**src/rtl/pipe_hazard_ctrl.sv**
```systemverilog
// pipe_hazard_ctrl: stall/flush/freeze sequencing for the five-stage pipeline; `PIPE_CTRL_FWD_EN selects load-use-only hazards
module pipe_hazard_ctrl #(
  parameter int TIMEOUT = 15
) (
  input  logic        clk,
  input  logic        rst,
  input  logic [3:0]  i_id_src1,
  input  logic [3:0]  i_id_src2,
  input  logic        i_id_uses_src1,
  input  logic        i_id_two_src,
  input  logic [3:0]  i_exe_dest,
  input  logic        i_exe_wb_en,
  input  logic        i_exe_mem_read,
  input  logic [3:0]  i_mem_dest,
  input  logic        i_mem_wb_en,
  input  logic        i_exe_branch,
  input  logic        i_mem_access,
  input  logic        i_sram_ready,
  output logic        o_stall_if,
  output logic        o_flush_ifid,
  output logic        o_flush_idex,
  output logic        o_freeze,
  output logic        o_sram_go,
  output logic        o_mem_timeout,
  output logic [31:0] o_stall_count
);
  typedef enum logic {S_IDLE, S_ACCESS} state_t;
  localparam logic [7:0] LAST = 8'(TIMEOUT - 1);
  state_t      r_state, w_next;
  logic [7:0]  r_cnt, w_cnt_nxt;
  logic        r_tmo, w_tmo_set, w_frz, w_go;
  logic [31:0] r_sc;
  logic        w_raw_exe, w_raw_mem, w_hazard;
  assign w_raw_exe = i_exe_wb_en & ((i_id_uses_src1 & (i_id_src1 == i_exe_dest)) | (i_id_two_src & (i_id_src2 == i_exe_dest)));
  assign w_raw_mem = i_mem_wb_en & ((i_id_uses_src1 & (i_id_src1 == i_mem_dest)) | (i_id_two_src & (i_id_src2 == i_mem_dest)));
`ifdef PIPE_CTRL_FWD_EN
  assign w_hazard = w_raw_exe & i_exe_mem_read;
`else
  assign w_hazard = w_raw_exe | w_raw_mem;
`endif
  // memory FSM next state: freeze while an access is pending, release on ready or timeout
  always_comb begin
    w_next    = r_state;
    w_cnt_nxt = r_cnt;
    w_tmo_set = 1'b0;
    w_frz     = 1'b0;
    w_go      = 1'b0;
    if (r_state == S_IDLE) begin
      w_frz     = i_mem_access;
      w_cnt_nxt = '0;
      w_next    = i_mem_access ? S_ACCESS : S_IDLE;
    end else begin
      w_go = 1'b1;
      if (i_sram_ready) begin
        w_next = S_IDLE;
      end else if (r_cnt == LAST) begin
        w_tmo_set = 1'b1;
        w_next    = S_IDLE;
      end else begin
        w_frz     = 1'b1;
        w_cnt_nxt = r_cnt + 8'd1;
      end
    end
  end
  assign o_freeze      = ~rst & w_frz;
  assign o_sram_go     = ~rst & w_go;
  assign o_stall_if    = ~rst & ~w_frz & ~i_exe_branch & w_hazard;
  assign o_flush_ifid  = ~rst & ~w_frz & i_exe_branch;
  assign o_flush_idex  = ~rst & ~w_frz & (i_exe_branch | w_hazard);
  assign o_mem_timeout = r_tmo;
  assign o_stall_count = r_sc;
  // state, timeout counter, sticky timeout flag and saturating stall counter
  always_ff @(posedge clk) begin
    if (rst) begin
      r_state <= S_IDLE;
      r_cnt   <= '0;
      r_tmo   <= 1'b0;
      r_sc    <= '0;
    end else begin
      r_state <= w_next;
      r_cnt   <= w_cnt_nxt;
      if (w_tmo_set) r_tmo <= 1'b1;
      if ((o_stall_if | o_freeze) && r_sc != '1) r_sc <= r_sc + 32'd1;
    end
  end
endmodule

```
**config.mk**
```make
export PLATFORM = sky130hd
export DESIGN_NAME = pipe_hazard_ctrl
export DESIGN_NICKNAME = d
export VERILOG_FILES = /design/src/rtl/pipe_hazard_ctrl.sv
export SDC_FILE = /design/constraint.sdc
export NUM_CORES = 1
export LEC_CHECK = 0
export BUFFER_PORTS_ARGS = -buffer_cell sky130_fd_sc_hd__buf_4
export CAP_MARGIN = 20
export CORE_MARGIN = 2
export CORE_UTILIZATION = 56
export CTS_BUF_LIST = sky130_fd_sc_hd__clkbuf_4 sky130_fd_sc_hd__clkbuf_8
export CTS_CLUSTER_SIZE = 20
export DETAILED_ROUTE_END_ITERATION = 12
export HOLD_SLACK_MARGIN = 0.15
export PLACE_DENSITY = 0.89
export SYNTH_ARGS = -nofsm -noshare
export SYNTH_HDL_FRONTEND = slang
export SYNTH_SLANG_ARGS = --single-unit
```
**constraint.sdc**
```tcl
create_clock -name clk -period 3.3 [get_ports clk]
set_clock_uncertainty 0.1 [all_clocks]
set_input_delay 0.66 -clock clk [delete_from_list [all_inputs] [get_ports clk]]
set_output_delay 0.66 -clock clk [all_outputs]
set_load 0.005 [all_outputs]
```
# Yosys cells after proc, flatten, opt, wreduce, memory -nomap -nowiden
# Index checks and enable logic that the tools add are counted.
# Widths: inputs -> output; s select.
totals:
  ff_bits: 42
  latch_bits: 0
  mem_bits_rw: 0
  mem_bits_ro: 0
  inputBits: 26
  output_inout_bits: 38
  wordCells: 48
  n_memories: 0
op_classes:
  n_addsub: 2
  multipliers: 0
  n_div: 0
  order_cmp: 0
  eq_ne: 6
  shift: 0
  n_mux: 9
  bitwise: 24
  reduce_logical: 3
ops:
  columns: ["cell", "n"]
  rows:
  - ["$add 32x1->32 const B", 1]
  - ["$ne 32x32->1 const B", 1]
  - ["$eq 4x4->1", 4]
  - ["$and 1x1->1", 13]
  - ["$mux 1", 9]
  - ["$add 8x1->8 const B", 1]
  - ["$eq 8x4->1 const B", 1]
  - ["$not 1->1", 6]
  - ["$or 1x1->1", 5]
  - ["$reduce_and 2->1", 1]
  - ["$reduce_or 2->1", 1]
  - ["$logic_and 1x1->1", 1]

# Longest topological paths before layout
depth:
  ltp_word: 10
  ltp_mapped: 8
  depth_no_buf: 7

# Worst setup path after synthesis
# Ideal clock, no wire load.
synth_path:
  kind: "in2out"
  startpoint: "in i_exe_dest[3]"
  endpoint: "out o_flush_idex"
  t_arrival_ns: 1.974
  required_ns: 2.540
  setup_slack_ns: 0.566
  cell_stages: 7
  path_buffers: 2
  cell_sequence: "xor2_1 nor3_1 nand4_1 and4_1 clkbuf_1 clkbuf_1 a211oi_1"
synth_between:
  elab_chain_len: 7
  elab_cells_between_ends: 9
  cone_classes: "eq/ne (2); bitwise (7)"
synth_rtl:
  columns: ["element", "line_no", "source"]
  rows:
  - ["start: declaration", "11", "input logic [3:0] i_exe_dest,"]
  - ["$eq 4x4->1", "34", "assign w_raw_exe = i_exe_wb_en & ((i_id_uses_src1 & (i_id_src1 == i_exe_dest)) | (i_id_two_src & (i_id_src2 == ..."]
  - ["$and 1x1->1", "34", null]
  - ["$or 1x1->1 (*)", "34", null]
  - ["$and 1x1->1 (*)", "34", null]
  - ["$or 1x1->1 (*)", "39", "assign w_hazard = w_raw_exe | w_raw_mem;"]
  - ["$or 1x1->1 (*)", "69", "assign o_flush_idex = ~rst & ~w_frz & (i_exe_branch | w_hazard);"]
  - ["$and 1x1->1 (*)", "69", null]
  - ["end: declaration", "21", "output logic o_flush_idex,"]
# Mark *: on every way between the ends. The rest lies on a longest branch, timed or not.

# Final worst setup path
layout_path:
  startpoint: "in i_id_src2[0]"
  endpoint: "out o_flush_idex"
layout_between:
  elab_chain_len: 7
  elab_cells_between_ends: 11
  cone_classes: "eq/ne (2); bitwise (9)"
layout_rtl:
  columns: ["element", "line_no", "source"]
  rows:
  - ["start: declaration", "8", "input logic [3:0] i_id_src2,"]
  - ["$eq 4x4->1 (on tied branches)", "34, 35", null]
  - ["$and 1x1->1 (on tied branches)", "34, 35", null]
  - ["$or 1x1->1 (on tied branches)", "34, 35", null]
  - ["$and 1x1->1 (on tied branches)", "34, 35", null]
  - ["$or 1x1->1 (*)", "39", null]
  - ["$or 1x1->1 (*)", "69", null]
  - ["$and 1x1->1 (*)", "69", null]
# Marked as above.

==> qor.yml <==
global_routing:
  antenna_found_initial: 0
  grt-ovfl-total: 0
  grt_first_pass_wirelength_mm: 10.6
  grt_max_degree: 54
  grt_usage: 0.249
  grt_pass1_vias: 2427
finish:
  final_core_util: 0.702
  final.fill_count: 363
  syn_to_final_growth_pct: 21.7
  fin_nets: 401
  diodes: 0
  drive_above_1_share: 0.269
logic_synthesis:
  syn_area_per_cell_sq_um: 8.56
  postSynthCellCount: 314
  yosysUniqueCellTypes: 49
  synthArstFlopShare: 0
  synthFlopType: "dfxtp_1"
  synth_compound_area_frac: 0.140
  yosys.area_share.xor_xnor: 0.0750
  synthAdderAreaFrac: 0.0140
  ys_ff_latch: 42
  netlist_area_sq_um: 2690
  synthSimpleGateAreaFrac: 0.297
  synth_edf_count: 0
  ys_warn_count: 0
  synth_top_family_by_area: "simple AND/OR/NAND/NOR gates"
  syn_nets: 343
  muxShareOfSynthArea: 0.123
  synth_seq_area_share: 0.313
place:
  placement.io_buffers: 62
  hpwl_mm: 4.81
  gp_congestion: 0.794
timing:
  final.setup.tns_ps: 0
  relSlewSlack: 0.551
  fmax_ghz: 0.323
  setup_viol_count_final: 0
  finalHoldViolCount: 0
  period_share: 0.937
  slew_viol_final: 0
  rsz0062_at_grt: "no"
  period_minus_slack_ps: 3090
  tightest_slew_ps: 656
clocking:
  cts_hold_buf: 0
  cts_num_sinks: 42
  cts_buffer_depth: 2
  htree_num_levels: 2
  cts_tree: "yes"
  clkTransAtPathRegs_ps: 70
  cts_made_buffers: 5
  worstSkewPairLatency_ps: 300
  postCtsSetupRepairBufs: 0
  cts_repair_resize_count: 0
  cts_root_buffer: "clkbuf_8"
worst_hold_path:
  hold_class: "reg -> reg"
  min_from: "o_stall_count[5]$_SDFFE_PP0P_"
setup_path:
  arrival_ps: 2330
  critPathLaunchType: "input pin"
  crit_start: "i_id_src2[0]"
  worst-setup-path-type: "in -> out"
  cp_max_fo: 16
  critPathCaptureType: "output pin"
  cp.required_ps: 2540
  r2r-start: "o_stall_count[2]$_SDFFE_PP0P_"
drt:
  num_vias: 2639
  ant_nets: 0
  routedWlPerCell_um: 15.7
  drc: 0
  wirelength_mm: 6.71
  dr.first_iter.drc_count: 164
  viasPerCell: 6.19
  firstDrtPassIters: 4
flow_run:
  maxCapViolCount: 0
floorplan:
  die_area_sq_um: 5370
  rows: 25
  die_h_um: 73.3
  die_w_um: 73.3
  core_sq_um: 4660
  start_util: 0.577
  io_pins: 64
run_status:
  status: "completed"
power:
  vdd_ir_drop_max_v: 0.000377
  p_per_area_nw_per_um2: 301
  power.leakage_nw: 1.36
-- synth_stat cells (2+ instances only) --
library cell / count / share of area
or3_1: 2 / 0.0047
o211ai_1: 5 / 0.014
ha_1: 3 / 0.014
nor2_1: 37 / 0.052
mux2i_1: 9 / 0.034
dfxtp_1: 42 / 0.31
mux2_2: 18 / 0.075
nor2b_1: 19 / 0.044
and2_1: 2 / 0.0047
xor2_1: 17 / 0.055
clkbuf_1: 13 / 0.018
nor4_1: 3 / 0.0070
and4_1: 6 / 0.020
nand4_1: 16 / 0.037
nand2_1: 20 / 0.028
nor3b_1: 2 / 0.0056
xnor2_1: 6 / 0.020
nor3_1: 13 / 0.024
a211oi_1: 10 / 0.028
nand3_1: 13 / 0.024
a2111oi_0: 7 / 0.023
o21ai_0: 4 / 0.0074
a31oi_1: 3 / 0.0070
o2111ai_1: 2 / 0.0065
a311o_1: 2 / 0.0074
inv_1: 8 / 0.011
and3_1: 8 / 0.019
mux2_1: 2 / 0.0084
nand4_2: 2 / 0.0093
-- stage by stage --
step	instance area [sq um]	power, W	hold WS (ps)	std cells	setup WS, ps
floorplan	2690	0.000601	361	314	566
global placement	3190	0.000655	362	419	306
detailed placement	3190	0.000661	368	419	217
CTS	3270	0.000986	390	426	249
global route	3270	0.00102	412	426	128
finish	3270	0.000985	388	426	208
-- worst paths after layout --
path,slack [ps],cells after the start,end
max,210,7,o_flush_idex
min reg2reg,390,2,o_stall_count[5]$_SDFFE_PP0P_
max reg2reg,510,6,o_stall_count[21]$_SDFFE_PP0P_
min,390,2,o_stall_count[5]$_SDFFE_PP0P_
-- critical path, stage by stage --
cell and delay, ps:
buf_4 120, xor2_1 150, nor3_1 260, nand4_1 190
and4_1 400, a211oi_1 380, buf_4 170
-- cell families after synthesis --
group                      after synthesis
adders and majority gates                3
xor gates and xnor gates                23
buffers and inverters                   24
DFF                                     42
and+or+nand+nor                        147
AOI/OAI and AO/OA                       45
muxes                                   30
-- per-layer routing --
metal  wire length, um  track usage  vias to the layer above
met3               518       0.0480                       12
met2              3330        0.446                      109
met4                92       0.0761                        0
met5                 0            0                        -
met1              2760        0.297                     1240
li1                  -            -                     1278
-- report_power, final --
part | total, W | leakage, nW | switching [W] | internal [W]
Combinational | 0.000133 | 0.973 | 0.0000763 | 0.0000568
Clock | 0.000334 | 0.0452 | 0.000172 | 0.000162
Sequential | 0.000518 | 0.339 | 0.00000586 | 0.000512
-- sequential cells by signal (all words and copies together) (netlist names) --
| signal | count |
|---|---|
| o_stall_count | 32 |
| r_cnt | 8 |
| o_mem_timeout | 1 |
| r_state | 1 |
-- area by class of cell --
type                       count  area, sq um  share of cell area
multi-input combinational    248         1750               0.534
sequential                    42          841               0.257
timing repair buffer          67          503               0.154
clock buffer                   7         83.8              0.0256
tap                           54         67.6              0.0207
inverter                       8         30.0             0.00918
-- cell usage in the layout, fill, tap and decap left out, types with 2 or more instances in the layout --
| cell type | instances |
|---|---|
| mux2_1 | 2 |
| clkbuf_4 | 2 |
| clkbuf_8 | 5 |
| a2111oi_0 | 7 |
| nor2b_1 | 19 |
| o211ai_1 | 5 |
| inv_1 | 8 |
| buf_4 | 67 |
| a311o_1 | 2 |
| nand4_1 | 16 |
| nor4_1 | 3 |
| and2_1 | 2 |
| and4_1 | 6 |
| nor2_1 | 37 |
| xnor2_1 | 6 |
| o2111ai_1 | 2 |
| o21ai_0 | 4 |
| dfxtp_1 | 42 |
| a31oi_1 | 3 |
| nor3_1 | 13 |
| mux2_2 | 18 |
| nor3b_1 | 2 |
| ha_1 | 3 |
| mux2i_1 | 9 |
| nand2_1 | 20 |
| nand4_2 | 2 |
| xor2_1 | 17 |
| or3_1 | 2 |
| nand3_1 | 13 |
| a211oi_1 | 10 |
| and3_1 | 8 |
No activity file was read; power rests on OpenSTA's default activity.
